<file path="src/rtl/freq_pkg.sv">
// Shared definitions for the square-wave frequency generator and its divider.
package freq_pkg;

  localparam int CNT_W_DEF  = 28;
  localparam int MIN_PERIOD = 2;

  typedef enum logic [1:0] {
    IDLE   = 2'd0,
    DIVIDE = 2'd1,
    RUN    = 2'd2
  } state_e;

endpackage

</file>
<file path="src/rtl/frequency_generator_seq_divider.sv">
// Restoring divider: one quotient bit per cycle, CNT_W cycles after start.
module seq_divider #(
  parameter int CNT_W = 28
) (
  input  logic             clk_i,
  input  logic             rst_i,
  input  logic             start_i,
  input  logic [CNT_W-1:0] dividend_i,
  input  logic [CNT_W-1:0] divisor_i,
  output logic             done_o,
  output logic [CNT_W-1:0] quotient_o
);

  localparam int IW = $clog2(CNT_W + 1);

  logic             busy_q;
  logic [IW-1:0]    iter_q;
  logic [CNT_W-1:0] rem_q, rem_d;
  logic [CNT_W-1:0] quo_q, quo_d;
  logic [CNT_W-1:0] dvs_q;
  logic [CNT_W:0]   shifted, diff;

  // The remainder stays below the divisor, so a borrow in bit CNT_W means "does not fit".
  always_comb begin
    shifted = {rem_q, quo_q[CNT_W-1]};
    diff    = shifted - {1'b0, dvs_q};
    if (diff[CNT_W]) begin
      rem_d = shifted[CNT_W-1:0];
      quo_d = {quo_q[CNT_W-2:0], 1'b0};
    end else begin
      rem_d = diff[CNT_W-1:0];
      quo_d = {quo_q[CNT_W-2:0], 1'b1};
    end
  end

  assign done_o     = busy_q && (iter_q == IW'(CNT_W - 1));
  assign quotient_o = quo_d;

  always_ff @(posedge clk_i) begin
    if (rst_i) begin
      busy_q <= 1'b0;
      iter_q <= '0;
      rem_q  <= '0;
      quo_q  <= '0;
      dvs_q  <= '0;
    end else if (start_i) begin
      busy_q <= 1'b1;
      iter_q <= '0;
      rem_q  <= '0;
      quo_q  <= dividend_i;
      dvs_q  <= divisor_i;
    end else if (busy_q) begin
      rem_q  <= rem_d;
      quo_q  <= quo_d;
      iter_q <= iter_q + IW'(1);
      if (done_o) busy_q <= 1'b0;
    end
  end

endmodule

</file>
<file path="src/rtl/frequency_generator.sv">
// Square-wave synthesiser: frequency code -> period via sequential divide -> high/low phases.
module frequency_generator
  import freq_pkg::*;
#(
  parameter int CLK_HZ       = 100_000_000,
  parameter int FREQ_UNIT_HZ = 1,
  parameter int CNT_W        = CNT_W_DEF
) (
  input  logic             CLK,
  input  logic             RST,
  input  logic [11:0]      bnum,
  input  logic             load,
  output logic             ready,
  output logic             OUT,
  output logic             active,
  output logic [CNT_W-1:0] period
);

  localparam logic [CNT_W-1:0] ONE      = CNT_W'(1);
  localparam logic [CNT_W-1:0] DIVIDEND = CNT_W'(CLK_HZ);

  function automatic logic [CNT_W-1:0] clamp_period(input logic [CNT_W-1:0] q);
    return (q < CNT_W'(MIN_PERIOD)) ? CNT_W'(MIN_PERIOD) : q;
  endfunction

  state_e           state_q, state_d;
  logic             accept, start_div, stop;
  logic             div_done;
  logic [CNT_W-1:0] divisor, quotient, new_per, new_on, new_off;

  logic             out_q, out_d, active_q, active_d, pend_q, pend_d;
  logic [CNT_W-1:0] period_q, period_d, phase_q, phase_d;
  logic [CNT_W-1:0] on_q, on_d, off_q, off_d;
  logic [CNT_W-1:0] pon_q, pon_d, poff_q, poff_d, pper_q, pper_d;

  assign divisor = CNT_W'(bnum) * CNT_W'(FREQ_UNIT_HZ);
  assign new_per = clamp_period(quotient);
  assign new_on  = new_per - (new_per >> 1);
  assign new_off = new_per >> 1;

  seq_divider #(.CNT_W(CNT_W)) u_div (
    .clk_i      (CLK),
    .rst_i      (RST),
    .start_i    (start_div),
    .dividend_i (DIVIDEND),
    .divisor_i  (divisor),
    .done_o     (div_done),
    .quotient_o (quotient)
  );

  always_ff @(posedge CLK) begin
    if (RST) state_q <= IDLE;
    else     state_q <= state_d;
  end

  always_comb begin
    state_d = state_q;
    unique case (state_q)
      IDLE:    if (start_div) state_d = DIVIDE;
      DIVIDE:  if (div_done) state_d = RUN;
      RUN: begin
        if (stop)           state_d = IDLE;
        else if (start_div) state_d = DIVIDE;
      end
      default: state_d = IDLE;
    endcase
  end

  always_comb begin
    ready     = (state_q != DIVIDE);
    accept    = load && ready;
    start_div = accept && (bnum != 12'd0);
    stop      = accept && (bnum == 12'd0);
  end

  // A retune result waits in the shadow registers until the next high-phase start.
  always_comb begin
    out_d    = out_q;
    active_d = active_q;
    period_d = period_q;
    phase_d  = phase_q;
    on_d     = on_q;
    off_d    = off_q;
    pend_d   = pend_q;
    pon_d    = pon_q;
    poff_d   = poff_q;
    pper_d   = pper_q;
    if (stop) begin
      out_d    = 1'b0;
      active_d = 1'b0;
      period_d = '0;
      phase_d  = '0;
      pend_d   = 1'b0;
    end else if (div_done && !active_q) begin
      out_d    = 1'b1;
      active_d = 1'b1;
      period_d = new_per;
      on_d     = new_on;
      off_d    = new_off;
      phase_d  = new_on - ONE;
    end else if (active_q) begin
      if (div_done) begin
        pend_d = 1'b1;
        pon_d  = new_on;
        poff_d = new_off;
        pper_d = new_per;
      end
      if (phase_q != '0) begin
        phase_d = phase_q - ONE;
      end else if (out_q) begin
        out_d   = 1'b0;
        phase_d = off_q - ONE;
      end else begin
        out_d = 1'b1;
        if (pend_d) begin
          period_d = pper_d;
          on_d     = pon_d;
          off_d    = poff_d;
          phase_d  = pon_d - ONE;
          pend_d   = 1'b0;
        end else begin
          phase_d  = on_q - ONE;
        end
      end
    end
  end

  always_ff @(posedge CLK) begin
    if (RST) begin
      out_q    <= 1'b0;
      active_q <= 1'b0;
      period_q <= '0;
      phase_q  <= '0;
      on_q     <= '0;
      off_q    <= '0;
      pend_q   <= 1'b0;
      pon_q    <= '0;
      poff_q   <= '0;
      pper_q   <= '0;
    end else begin
      out_q    <= out_d;
      active_q <= active_d;
      period_q <= period_d;
      phase_q  <= phase_d;
      on_q     <= on_d;
      off_q    <= off_d;
      pend_q   <= pend_d;
      pon_q    <= pon_d;
      poff_q   <= poff_d;
      pper_q   <= pper_d;
    end
  end

  assign OUT    = out_q;
  assign active = active_q;
  assign period = period_q;

endmodule
</file>
<file path="config.mk">
export PLATFORM = sky130hd
export DESIGN_NAME = frequency_generator
export DESIGN_NICKNAME = d
export VERILOG_FILES = /design/src/rtl/freq_pkg.sv /design/src/rtl/frequency_generator_seq_divider.sv /design/src/rtl/frequency_generator.sv
export SDC_FILE = /design/constraint.sdc
export NUM_CORES = 1
export LEC_CHECK = 0
export ABC_AREA = 1
export BUFFER_PORTS_ARGS = -buffer_cell sky130_fd_sc_hd__clkbuf_2
export CORE_MARGIN = 2
export CORE_UTILIZATION = 45
export DETAILED_ROUTE_END_ITERATION = 6
export GPL_TIMING_DRIVEN = 0
export RECOVER_POWER = 50
export SLEW_MARGIN = 30
export SYNTH_ARGS = -nofsm -noshare
export SYNTH_HDL_FRONTEND = slang
export SYNTH_SLANG_ARGS = --single-unit
</file>
<file path="constraint.sdc">
create_clock -name CLK -period 5.5 [get_ports CLK]
set_clock_uncertainty 0.05 [all_clocks]
set_input_delay 0.825 -clock CLK [delete_from_list [all_inputs] [get_ports CLK]]
set_output_delay 0.825 -clock CLK [all_outputs]
set_load 0.05 [all_outputs]
</file>
### After elaboration in Yosys (flattened, before gate mapping)

Index checks and enable logic that the tools add are counted.

| word-level totals | value |
|---|---|
| flip-flop bits (word level) | 275 |
| input bits | 15 |

| operators by class | value |
|---|---|
| $add $sub $neg | 8 |
| $lt $le $gt $ge | 1 |
| eq/ne operators | 7 |
| muxes and demuxes | 48 |
| bitwise logic cells | 2 |
| reduce and logical (&&, ||, !) cells | 20 |

Operators by type and width:

| kind | count |
|---|---|
| 28-bit 2-to-1 mux | 28 |
| 28-bit by 1-bit subtractor with 28-bit output, second input constant | 5 |
| 27-bit 2-to-1 mux | 2 |
| 29-bit by 12-bit subtractor with 29-bit output | 1 |
| 28-bit by 2-bit < comparator with 1-bit output, second input constant | 1 |
| 28-bit nonzero test | 1 |
| 28-bit by 27-bit subtractor with 28-bit output | 1 |
| 1-bit 2-to-1 mux | 14 |
| 12-bit logical NOT | 1 |
| 12-bit nonzero test | 1 |
| 2-bit 2-to-1 mux | 3 |
| 2-bit case mux with 3 select lines | 1 |
| 2-bit nonzero test | 3 |
| 5-bit by 1-bit adder with 5-bit output, second input constant | 1 |
| 5-bit == test, second input constant | 1 |
| 1-bit logical AND | 5 |
| 5-bit AND reduction | 1 |
| 2-bit by 1-bit != test with 1-bit output, second input constant | 2 |
| 2-bit != test, second input constant | 2 |
| 2-bit AND reduction | 2 |
| 4-bit AND reduction | 1 |
| 2-bit OR reduction | 2 |
| 3-bit AND reduction | 1 |
| 2-bit by 1-bit == test with 1-bit output, second input constant | 1 |
| other kinds (4) | 5 |

### Longest topological paths before layout

Gate-level depths: netlist of run 1.

| logic depth | value |
|---|---|
| depth in word-level cells | 15 |
| gate-level depth with buffers | 42 |
| depth with buffers taken out | 42 |

### Modules after synthesis

Synthesis of run 1 repeated with hierarchy kept, for this count alone.

| second synthesis, totals | value |
|---|---|
| cells, all modules | 2885 |
| area, all modules | 18331.3 sq um |

Modules (own cells, without submodules):

| module | instances | cells an instance | area an instance (sq um) | seq. area each (sq um) |
|---|---|---|---|---|
| frequency_generator | 1 | 1842 | 11920.2 | 4023.9 |
| seq_divider | 1 | 1043 | 6411.1 | 1801.7 |

### Worst setup path before layout of run 1

OpenSTA, ideal clock, no wires.

| path | value |
|---|---|
| path type | register to register |
| from | register u_div.quo_q[27] |
| to | register phase_q[18] |
| setup time | 109 ps |
| data arrival time | 4453 ps |
| path slack | 887 ps |
| cell stages (with the launch flop) | 36 |
| clock period less this slack | 4613 ps |
| cells stage by stage | dfxtp_1 > inv_1 > ha_1 > fa_1 > inv_1 > nand3_1 > nand2_1 > a31oi_2 > o21ai_1 > a21oi_2 > inv_1 > a21oi_2 > nand3_1 > nand2_2 > inv_2 > nand2_1 > ha_1 > inv_1 > fa_1 > nor2_1 > a21oi_1 > o211ai_2 > nand3_1 > o21ai_2 > ha_1 > nand2_2 > nor2_4 > nand3_4 > nor2_4 > nand4_4 > nor2_4 > nand2_1 > nand3_1 > nand3_1 > nand2_1 > inv_1 |

| on the way | value |
|---|---|
| cells in the longest elaborated chain, start to end | 15 |

RTL lines:

| what | RTL line | text |
|---|---|---|
| start: declaration | frequency_generator_seq_divider.sv:19 | `logic [CNT_W-1:0] quo_q, quo_d;` |
| start signal: assignment | frequency_generator_seq_divider.sv:50 | `quo_q <= dividend_i;` |
| start signal: assignment | frequency_generator_seq_divider.sv:54 | `quo_q <= quo_d;` |
| 29-bit by 12-bit subtractor with 29-bit output * | frequency_generator_seq_divider.sv:26 | `diff = shifted - {1'b0, dvs_q};` |
| 1-bit 2-to-1 mux * | frequency_generator_seq_divider.sv:27 | `if (diff[CNT_W]) begin` |
| 28-bit by 2-bit < comparator with 1-bit output | frequency_generator.sv:23 | `return (q < CNT_W'(MIN_PERIOD)) ? CNT_W'(MIN_PERIOD) : q;` |
| 28-bit 2-to-1 mux * | frequency_generator.sv:23 |  |
| 28-bit by 27-bit subtractor with 28-bit output * | frequency_generator.sv:38 | `assign new_on = new_per - (new_per >> 1);` |
| 28-bit 2-to-1 mux | frequency_generator.sv:102 | `if (div_done) begin` |
| 28-bit 2-to-1 mux | frequency_generator.sv:101 | `end else if (active_q) begin` |
| 28-bit 2-to-1 mux | frequency_generator.sv:94 | `end else if (div_done && !active_q) begin` |
| 28-bit 2-to-1 mux | frequency_generator.sv:88 | `if (stop) begin` |
| 28-bit by 1-bit subtractor with 28-bit output | frequency_generator.sv:119 | `phase_d = pon_d - ONE;` |
| 28-bit 2-to-1 mux | frequency_generator.sv:115 | `if (pend_d) begin` |
| 28-bit 2-to-1 mux | frequency_generator.sv:110 | `end else if (out_q) begin` |
| 28-bit 2-to-1 mux | frequency_generator.sv:108 | `if (phase_q != '0) begin` |
| 28-bit 2-to-1 mux | frequency_generator.sv:101 |  |
| 28-bit 2-to-1 mux * | frequency_generator.sv:94 |  |
| end signal: assignment | frequency_generator.sv:144 | `phase_q <= phase_d;` |
| end: declaration | frequency_generator.sv:32 | `logic [CNT_W-1:0] period_q, period_d, phase_q, phase_d;` |

Mark *: on every way between the ends. The rest lies on a longest branch, timed or not. The select of a mux whose other input is x is not followed.
A chain may end at the register's enable or synchronous reset.

### Worst setup path in the final report of run 1

| path | value |
|---|---|
| from | register u_div.quo_q[26] |
| to | register phase_q[27] |

| on the way | value |
|---|---|
| cells in the longest elaborated chain, start to end | 13 |

RTL lines:

| what | RTL line |
|---|---|
| 28-bit by 2-bit < comparator with 1-bit output | frequency_generator.sv:23 |
| 28-bit 2-to-1 mux * | frequency_generator.sv:23 |
| 28-bit by 27-bit subtractor with 28-bit output * | frequency_generator.sv:38 |
| 28-bit 2-to-1 mux | frequency_generator.sv:102 |
| 28-bit 2-to-1 mux | frequency_generator.sv:101 |
| 28-bit 2-to-1 mux | frequency_generator.sv:94 |
| 28-bit 2-to-1 mux | frequency_generator.sv:88 |
| 28-bit by 1-bit subtractor with 28-bit output | frequency_generator.sv:119 |
| 28-bit 2-to-1 mux | frequency_generator.sv:115 |
| 28-bit 2-to-1 mux | frequency_generator.sv:110 |
| 28-bit 2-to-1 mux | frequency_generator.sv:108 |
| 28-bit 2-to-1 mux | frequency_generator.sv:101 |
| 28-bit 2-to-1 mux * | frequency_generator.sv:94 |

Marked as above.

==> metrics.md, run 1 <==
| Metric | Value |
|---|---|
| Status | finished clean |
| Fmax | 191 MHz |
| Die area | 36900 sq um |
| Critical path type | reg -> reg |
| Layout cells sized above 1 | 0.0795 |
| Die Wd | 192 um |
| Register Area | 5510 sq um |
| Hold Buf Count CTS | 0 |
| Vias per cell | 5.57 |
| Synth top area share | 0.346 |
| Setup violators final | 0 |
| Reg2reg path depth | 28 |
| GRT Total Usage | 0.337 |
| CTS Buffer Depth | 3 |
| Hold Crit Class | reg -> reg |
| Die height | 192 um |
| CP max-delay cell | nor4_1 |
| Main synth FF type | dfxtp_1 |
| Crit path launch | u_div.quo_q[26]$_SDFFE_PP0P_ |
| Main combinational cell family by area after synthesis | simple AND/OR/NAND/NOR gates |
| Max_slew headroom | 0.184 |
| DR pass1 iterations | 6 |
| Least-Margin Pin Slew | 1.22 ns |
| NetSw | 1.79 mW |
| Total number of H-tree levels | 2 |
| Compound-Gate Fraction of Synth Area | 0.189 |
| Yosys Warn Count | 0 |
| Hold Fails Final Rpt | 0 |
| Fin cells | 3020 |
| R2R Path Start | u_div.quo_q[26]$_SDFFE_PP0P_ |
| Clock Power Share | 0.435 |
| Post-layout minimum cycle time | 5.24 ns |
| CTS sink cnt | 275 |
| Multiplexer area fraction after synthesis | 0 |
| ANT nets after route | 0 |
| Via count | 16811 |
| Simple-Gate Fraction of Synth Area | 0.292 |
| Gate Count Post-Synth | 2449 |
| Initial core utilization | 0.459 |
| Hpwl dp | 47600 um |
| GP Congestion | 0.972 |
| P_int | 3.99 mW |
| IO Port Bufs | 45 |
| #FFs+latches synth | 275 |
| Fillcell total | 3631 |
| Max Cap Violations | 0 |
| Grt ovf | 0 |
| Slew Viols, Final | 0 |
| Drt total wl | 61400 um |
| Crit-path max FO | 7 |
| Core region area | 34700 sq um |
| Comb power frac | 0.204 |
| Worst setup endpoint | phase_q[27]$_SDFFE_PP0P_ |
| Net Sw Frac | 0.310 |
| Critical path data required time | 5.88 ns |
| Number of synthesized flops with an enable pin | 0 |
| Initial DRC Count | 1772 |
| Clk slew on worst S/H paths | 0.06 ns |
| Synth Area in XOR/XNOR | 0.0160 |
| CP arrival | 5.62 ns |
| DP Cell Count | 2949 |
| Final net count | 2600 |
| Worst IR drop on VDD | 0.261 mV |
| Mean post-synth cell area | 6.50 sq um |
| Worst reg2reg setup slack | 0.26 ns |
| Vias in the first global route | 15338 |
| Initial antenna violation count | 0 |
| Cell mode on critical path | nand2_1 |
| Sequential-to-total area share from yosys stat | 0.346 |
| Mapped Nets | 2507 |
| Largest net degree at the start of global routing | 14 |
| Cell area after synthesis | 15900 sq um |
| Synth Area in Adders | 0.0347 |
| Number of remaining DRC errors | 0 |
| Area leader, netlist | dfxtp_1 |
| Wirelength per Cell | 20.3 um |
| Worst setup SP type | register |
| Clock root cell | clkbuf_16 |
| Worst setup EP type | register |
| Number of CTS-inserted buffers | 34 |
| Library cells used by synthesis | 58 |
| Delay of the slowest cell on the worst path | 0.55 ns |
| # IOs | 46 |
| Final period util | 0.952 |
| CTS tree | yes |
| Setup TNS | 0 ns |
| Flop pwr share | 0.361 |
| Top cells by area, synth | dfxtp_1, nand2_1, inv_1 |
| Ant. Diodes | 0 |
| Multi-input logic area | 8580 sq um |
| First-pass GRT wire length | 93100 um |
| Clk_lat worst skew | 0.54 ns |
| Area grow syn2layout | 13.8% |
| R2r endpoint | phase_q[27]$_SDFFE_PP0P_ |
| FP Rows | 68 |
| P_leak | 8.32 nW |
| Pwr per Cell Area | 319 nW/um^2 |
| Post-synth ARST share | 0 |
==> cell usage in the layout (no fill, tap or decap), types with 9 or more instances in the layout <==
master and count:
clkbuf_2 14, a31oi_1 56, buf_4 17, o21ai_1 12, xor2_1 19, clkbuf_16 35
clkbuf_1 135, o21ai_0 176, nor3_1 16, clkbuf_8 9, a21oi_1 213, o211ai_1 31
ha_1 38, nand4_1 30, nand3_1 138, nand2_1 575, a311oi_1 11, buf_2 17
dfxtp_1 275, nand2_2 21, nor2_1 228, inv_1 336, buf_1 9, nor2_2 10
inv_2 12
==> cell usage after synthesis, types with 16 or more instances <==
library cell	count
ha_1	41
a31oi_1	56
a21oi_1	213
nand2_1	585
nor3_1	16
nand3_1	144
clkbuf_1	95
nand4_1	29
o21ai_0	175
xor2_1	20
o211ai_1	31
dfxtp_1	275
nor2_1	229
buf_2	18
inv_1	335
==> power by group through the flow <==
stage          Sequential, mW  Clock (mW)  Combinational [mW]
6_report                 2.09        2.51                1.18
5_1_grt                  2.09        2.62                1.30
4_1_cts                  2.08        2.53                1.09
2_1_floorplan            2.11           0               0.764
3_3_place_gp             2.13           0                1.06
3_5_place_dp             2.13           0                1.07
==> what timing repair did <==
item / in CTS / in global routing
gates resized for setup: 6 / 33
pin swaps: 1 / 16
buffers inserted: 1 / 11
endpoints found under the setup margin: 21 / 21
==> cells by family (layout without fill, tap and decap cells) <==
| logic type | count (synthesis) | in the layout |
|---|---|---|
| AO/OA/AOI/OAI | 538 | 538 |
| buffers and inverters | 490 | 606 |
| AND/OR/NAND/NOR | 1074 | 1074 |
| adder cells (fa/ha/maj) | 43 | 43 |
| flip-flops | 275 | 275 |
| XOR/XNOR | 29 | 29 |
==> metal layers <==
metal  track usage  share of wire  up-vias
li1              -              -     8136
met2         0.505           0.42      665
met4         0.132          0.040        0
met1         0.490           0.46     7910
met5             0              0        -
met3        0.0406          0.079      100
==> worst max-delay path, delay by kind of cell (launching register included) <==
family	cells	cell delay, ns
compound gates	1	0.09
fa+ha+maj	2	0.70
flops	1	0.41
buf+inv	3	0.26
simple gates	22	3.58
==> area by class of cell <==
| class | instances | share of cell area |
|---|---|---|
| clock buffers | 49 | 0.0562 |
| well taps | 455 | 0.0314 |
| plain buffers | 138 | 0.0343 |
| repair buffers | 57 | 0.0153 |
| clock inverters | 10 | 0.0125 |
| flip-flops and latches | 275 | 0.304 |
| inverters | 352 | 0.0733 |
| multi-input cells | 1684 | 0.473 |
==> registers in the layout, summed over array words and instances (netlist names) <==
| name | count |
|---|---|
| u_div.rem_q | 28 |
| pper_q | 28 |
| state_q | 2 |
| active | 1 |
| on_q | 28 |
| u_div.busy_q | 1 |
| poff_q | 28 |
| pon_q | 28 |
| u_div.quo_q | 28 |
| u_div.iter_q | 5 |
| period | 28 |
| OUT | 1 |
| u_div.dvs_q | 12 |
| off_q | 28 |
| pend_q | 1 |
| phase_q | 28 |
==> through the flow <==
stage / power, mW / utilization / setup slack, ns / area [sq um] / hold WS [ns]
after detailed placement: 3.20 / 0.482 / -0.504 / 16700 / 0.388
after floorplan: 2.87 / - / 0.887 / 15900 / 0.376
after global placement: 3.19 / 0.482 / -0.466 / 16700 / 0.383
after global routing: 6.01 / 0.522 / -0.0384 / 18100 / 0.412
after CTS: 5.71 / 0.518 / 0.00389 / 18000 / 0.397
final: 5.78 / 0.522 / 0.265 / 18100 / 0.395
==> worst min path at each step <==
stage                             from                 endpoint  slack [ns]  depth (start not counted)
2_1_floorplan  poff_q[10]$_SDFFE_PP0P_  poff_q[10]$_SDFFE_PP0P_        0.38                          2
3_3_place_gp   poff_q[20]$_SDFFE_PP0P_  poff_q[20]$_SDFFE_PP0P_        0.38                          2
3_5_place_dp   poff_q[21]$_SDFFE_PP0P_  poff_q[21]$_SDFFE_PP0P_        0.39                          2
4_1_cts        poff_q[21]$_SDFFE_PP0P_  poff_q[21]$_SDFFE_PP0P_        0.40                          2
5_1_grt        poff_q[25]$_SDFFE_PP0P_  poff_q[25]$_SDFFE_PP0P_        0.41                          2
6_report       pper_q[20]$_SDFFE_PP0P_  pper_q[20]$_SDFFE_PP0P_        0.40                          2
(Power assumes the default switching activity.)
==> run 2, diff against run 1 <==
--- a/config.mk
+++ b/config.mk
@@ -8,9 +8,10 @@
 export ABC_AREA = 1
 export BUFFER_PORTS_ARGS = -buffer_cell sky130_fd_sc_hd__clkbuf_2
 export CORE_MARGIN = 2
-export CORE_UTILIZATION = 45
+export CORE_UTILIZATION = 55
 export DETAILED_ROUTE_END_ITERATION = 6
 export GPL_TIMING_DRIVEN = 0
+export PLACE_DENSITY = 0.72
 export RECOVER_POWER = 50
 export SLEW_MARGIN = 30
 export SYNTH_ARGS = -nofsm -noshare
==> metrics.md, run 2 (synthesis results as in run 1) <==
| Metric | Value |
|---|---|
| Initial antenna violation count | 7 |
| Critical path type | reg -> reg |
| Clk slew on worst S/H paths | 0.06 ns |
| Worst setup EP type | register |
| Hold Crit Class | reg -> reg |
| Most frequent cells in the layout | nand2_1, inv_1, dfxtp_1 |
| Crit-path cells | ha_1, nand4_4, nor2_1, clkinvlp_2, buf_6, clkbuf_1, nand2_1, inv_2, nor2_1, nand2_1, nor2_1, buf_2, clkbuf_1, a31oi_1 |
| Overall power | 5.29 mW |
| Cell mode on critical path | nor2_1 |
| Placed standard-cell area | 16600 sq um |
| Setup violators final | 0 |
| Number of CTS-inserted buffers | 31 |
| CP arrival | 5.69 ns |
| CTS tree | yes |
| IO Port Bufs | 45 |
| Die area | 30300 sq um |
| Status | finished clean |
| GP Congestion | 0.989 |
| Initial core utilization | 0.556 |
| Setup TNS | 0 ns |
| P_leak | 8.22 nW |
| Crit-path max FO | 10 |
| GRT Total Usage | 0.369 |
| CTS Buffer Depth | 3 |
| Final period util | 0.965 |
| Worst setup SP type | register |
| ANT nets after route | 0 |
| Fmax | 188 MHz |
| Pwr per Cell Area | 297 nW/um^2 |
| Slew Viols, Final | 0 |
| Clk_lat worst skew | 0.59 ns |
| Vias in the first global route | 15504 |
| FP Rows | 62 |
| First-pass GRT wire length | 86800 um |
| Initial DRC Count | 1536 |
| Die Wd | 174 um |
| Hpwl dp | 44400 um |
| CTS sink cnt | 275 |
| Post-layout minimum cycle time | 5.31 ns |
| Critical path's top delay family | buffers and inverters |
| Number of remaining DRC errors | 0 |
| Grt ovf | 0 |
| Commonest non-fill, non-tap cell in the layout | nand2_1 |
| Max Cap Violations | 0 |
| CP max-delay cell | nor2_1 |
| Drt total wl | 57100 um |
| Critical path data required time | 5.88 ns |
| Clock root cell | clkbuf_16 |
| # IOs | 46 |
| Final core occ | 0.622 |
| Wirelength per Cell | 19.4 um |
| Largest net degree at the start of global routing | 17 |
| Least-Margin Pin Slew | 1.05 ns |
| Max_slew headroom | 0.294 |
| Core region area | 28600 sq um |
| Worst IR drop on VDD | 0.311 mV |
| Vias per cell | 5.71 |
| Worst path bufs/invs | 6 |
| Layout cells sized above 1 | 0.0758 |
| Via count | 16845 |
| Final Cell Area | 17800 sq um |
| Area grow syn2layout | 11.8% |
| Hold Fails Final Rpt | 0 |
| Delay of the slowest cell on the worst path | 0.80 ns |
| Final net count | 2596 |
| Die height | 174 um |
| Total number of H-tree levels | 1 |
| DR pass1 iterations | 6 |
[run 2: where the power goes]
part	leakage, nW	switching [mW]	internal (mW)
clock	0.504	0.868	1.20
combinational	5.49	0.773	0.366
sequential	2.22	0.0488	2.04
[run 2: timing repair]
action / CTS / global route
endpoints found under the setup margin: 18 / 22
setup buffers: 2 / 9
hold endpoints to repair: 0 / 0
pin swaps: 2 / 8
gates resized for setup: 7 / 24
hold buffers: 0 / 0
[run 2: final timing paths]
check,cells past startpoint,start,to,slack (ns)
max,14,u_div.iter_q[0]$_SDFFE_PP0P_,period[7]$_SDFFE_PP0P_,0.19
min,2,pper_q[20]$_SDFFE_PP0P_,pper_q[20]$_SDFFE_PP0P_,0.40
max reg2reg,14,u_div.iter_q[0]$_SDFFE_PP0P_,period[7]$_SDFFE_PP0P_,0.19
min reg2reg,2,pper_q[20]$_SDFFE_PP0P_,pper_q[20]$_SDFFE_PP0P_,0.40
[run 2: worst register-to-register path, cell delays in order (launching register included)]
cell,delay [ns]
dfxtp_1,0.36
ha_1,0.25
nand4_4,0.12
nor2_1,0.80
clkinvlp_2,0.73
buf_6,0.32
clkbuf_1,0.28
nand2_1,0.52
inv_2,0.18
nor2_1,0.14
nand2_1,0.07
nor2_1,0.30
buf_2,0.32
clkbuf_1,0.54
a31oi_1,0.18
[run 2: metrics by stage]
stage	cells	hold slack [ns]	setup WS (ns)
6_report	2949	0.396	0.193
5_1_grt	2944	0.417	-0.0532
4_1_cts	2935	0.397	0.0417
3_5_place_dp	2878	0.387	-0.380
3_3_place_gp	2878	0.382	-0.331
2_1_floorplan	2449	0.376	0.887
[run 2: layout make-up]
class / instances / area, sq um
well taps: 384 / 480
fillers: 2790 / 10800
inverters: 352 / 1330
repair buffers: 56 / 269
diodes: 5 / 12.5
plain buffers: 138 / 623
flip-flops and latches: 275 / 5510
clock inverters: 11 / 108
clock buffers: 44 / 915
multi-input cells: 1684 / 8570
[run 2: routing by layer]
metal,part of all wire,vias up,global-route usage
met5,0.00023,-,0
met4,0.066,2,0.220
met3,0.089,188,0.0776
met2,0.43,807,0.573
met1,0.42,7733,0.472
li1,-,8115,-
==> run 3, diff against run 2 <==
--- a/config.mk
+++ b/config.mk
@@ -11,7 +11,7 @@
 export CORE_UTILIZATION = 55
 export DETAILED_ROUTE_END_ITERATION = 6
 export GPL_TIMING_DRIVEN = 0
-export PLACE_DENSITY = 0.72
+export PLACE_DENSITY = 0.75
 export RECOVER_POWER = 50
 export SLEW_MARGIN = 30
 export SYNTH_ARGS = -nofsm -noshare
==> metrics.md, run 3 (synthesis results as in run 1) <==
| Metric | Value |
|---|---|
| Pwr per Cell Area | 293 nW/um^2 |
| CTS tree | yes |
| Final net count | 2596 |
| Max Cap Violations | 0 |
| Worst setup SP type | register |
| Dpl ws | -0.383 ns |
| Clk slew on worst S/H paths | 0.06 ns |
| CP arrival | 5.68 ns |
| Hold Fails Final Rpt | 0 |
| Clk_lat worst skew | 0.58 ns |
| Final period util | 0.956 |
| Register Area | 5510 sq um |
| # IOs | 46 |
| FP Rows | 62 |
| Wirelength per Cell | 19.1 um |
| Hold Worst Slack | 0.396 ns |
| Initial core utilization | 0.556 |
| Grt ovf | 0 |
| Hpwl dp | 44000 um |
| Most frequent cells in the layout | nand2_1, inv_1, dfxtp_1 |
| Critical path data required time | 5.92 ns |
| Area grow syn2layout | 11.3% |
| Setup TNS | 0 ns |
| Multi-input logic area | 8560 sq um |
| Slew Viols, Final | 0 |
| Critical path type | reg -> reg |
| Core region area | 28600 sq um |
| Worst IR drop on VDD | 0.274 mV |
| IO Port Bufs | 45 |
| Die Wd | 174 um |
| Worst reg2reg setup slack | 0.24 ns |
| First-pass GRT wire length | 86400 um |
| Commonest non-fill, non-tap cell in the layout | nand2_1 |
| Layout cells sized above 1 | 0.0738 |
| Status | finished clean |
| Initial DRC Count | 1498 |
| CTS sink cnt | 275 |
| Die area | 30300 sq um |
| Final core occ | 0.619 |
| Fillcell total | 2841 |
| Clock root cell | clkbuf_16 |
| Cell mode on critical path | nand3_1 |
| Die height | 174 um |
| CP max-delay cell | fa_2 |
| Least-Margin Pin Slew | 1.00 ns |
| Vias in the first global route | 15357 |
| ANT nets after route | 0 |
| Crit-path max FO | 7 |
| Hold Crit Class | reg -> reg |
| Initial antenna violation count | 4 |
| Via count | 16715 |
| Total number of H-tree levels | 1 |
| Setup violators final | 0 |
| P_leak | 8.16 nW |
| GP Congestion | 0.985 |
| Drt total wl | 56400 um |
| Max_slew headroom | 0.330 |
| CTS Buffer Depth | 3 |
| DR pass1 iterations | 6 |
| Hold Buf Count CTS | 0 |
| Number of CTS-inserted buffers | 31 |
| Fmax | 190 MHz |
| Worst setup EP type | register |
| Post-layout minimum cycle time | 5.26 ns |
| Overall power | 5.19 mW |
| Number of remaining DRC errors | 0 |
| GRT Total Usage | 0.364 |
| PnR worst setup slack | 0.242 ns |
| Delay of the slowest cell on the worst path | 0.41 ns |
| Largest net degree at the start of global routing | 16 |
| Vias per cell | 5.67 |
## run 3: repair_timing
item | 4_1_cts | 5_1_grt
gates resized for setup | 7 | 24
gates cloned | 0 | 0
setup endpoints to repair | 19 | 21
setup buffers | 1 | 10
pin swaps | 2 | 10
## run 3: power breakdown
group / internal (mW) / leakage, nW / switching [mW] / total [mW]
sequential: 2.04 / 2.22 / 0.0495 / 2.09
clock: 1.09 / 0.466 / 0.869 / 1.96
combinational: 0.368 / 5.47 / 0.772 / 1.14
## run 3: worst paths after layout
kind	startpoint	end	cells after the start
worst min register to register	poff_q[21]$_SDFFE_PP0P_	poff_q[21]$_SDFFE_PP0P_	2
worst min-delay path	poff_q[21]$_SDFFE_PP0P_	poff_q[21]$_SDFFE_PP0P_	2
worst max register to register	u_div.quo_q[27]$_SDFFE_PP0P_	phase_q[18]$_SDFFE_PP0P_	38
worst max-delay path	u_div.quo_q[27]$_SDFFE_PP0P_	phase_q[18]$_SDFFE_PP0P_	38
## run 3: critical path: cells and delay by family, from the launching register on
family | cells | cell delay (ns)
DFF | 1 | 0.31
buffers and inverters | 6 | 0.44
and+or+nand+nor | 24 | 2.69
AOI/OAI and AO/OA | 4 | 0.67
adders and majority gates | 4 | 0.98
## run 3: stage by stage
step	std cells	instance area (sq um)
6_report	2949	17700
5_1_grt	2946	17700
4_1_cts	2936	17600
3_5_place_dp	2878	16600
3_3_place_gp	2878	16600
2_1_floorplan	2449	15900
## run 3: routing by layer
layer	part of all wire	vias to the layer above	GRT usage
li1	-	8103	-
met1	0.42	7779	0.480
met2	0.45	672	0.584
met3	0.082	157	0.0641
met4	0.047	4	0.166
met5	0.00046	-	0
## run 3: area by class of cell
class                   instances  share of cell area
clock inverters                13             0.00459
multi-input cells            1684               0.483
repair buffers                 56              0.0151
well taps                     384              0.0271
flip-flops and latches        275               0.311
inverters                     352              0.0748
diodes                          3            0.000424
plain buffers                 138              0.0350
clock buffers                  44              0.0488
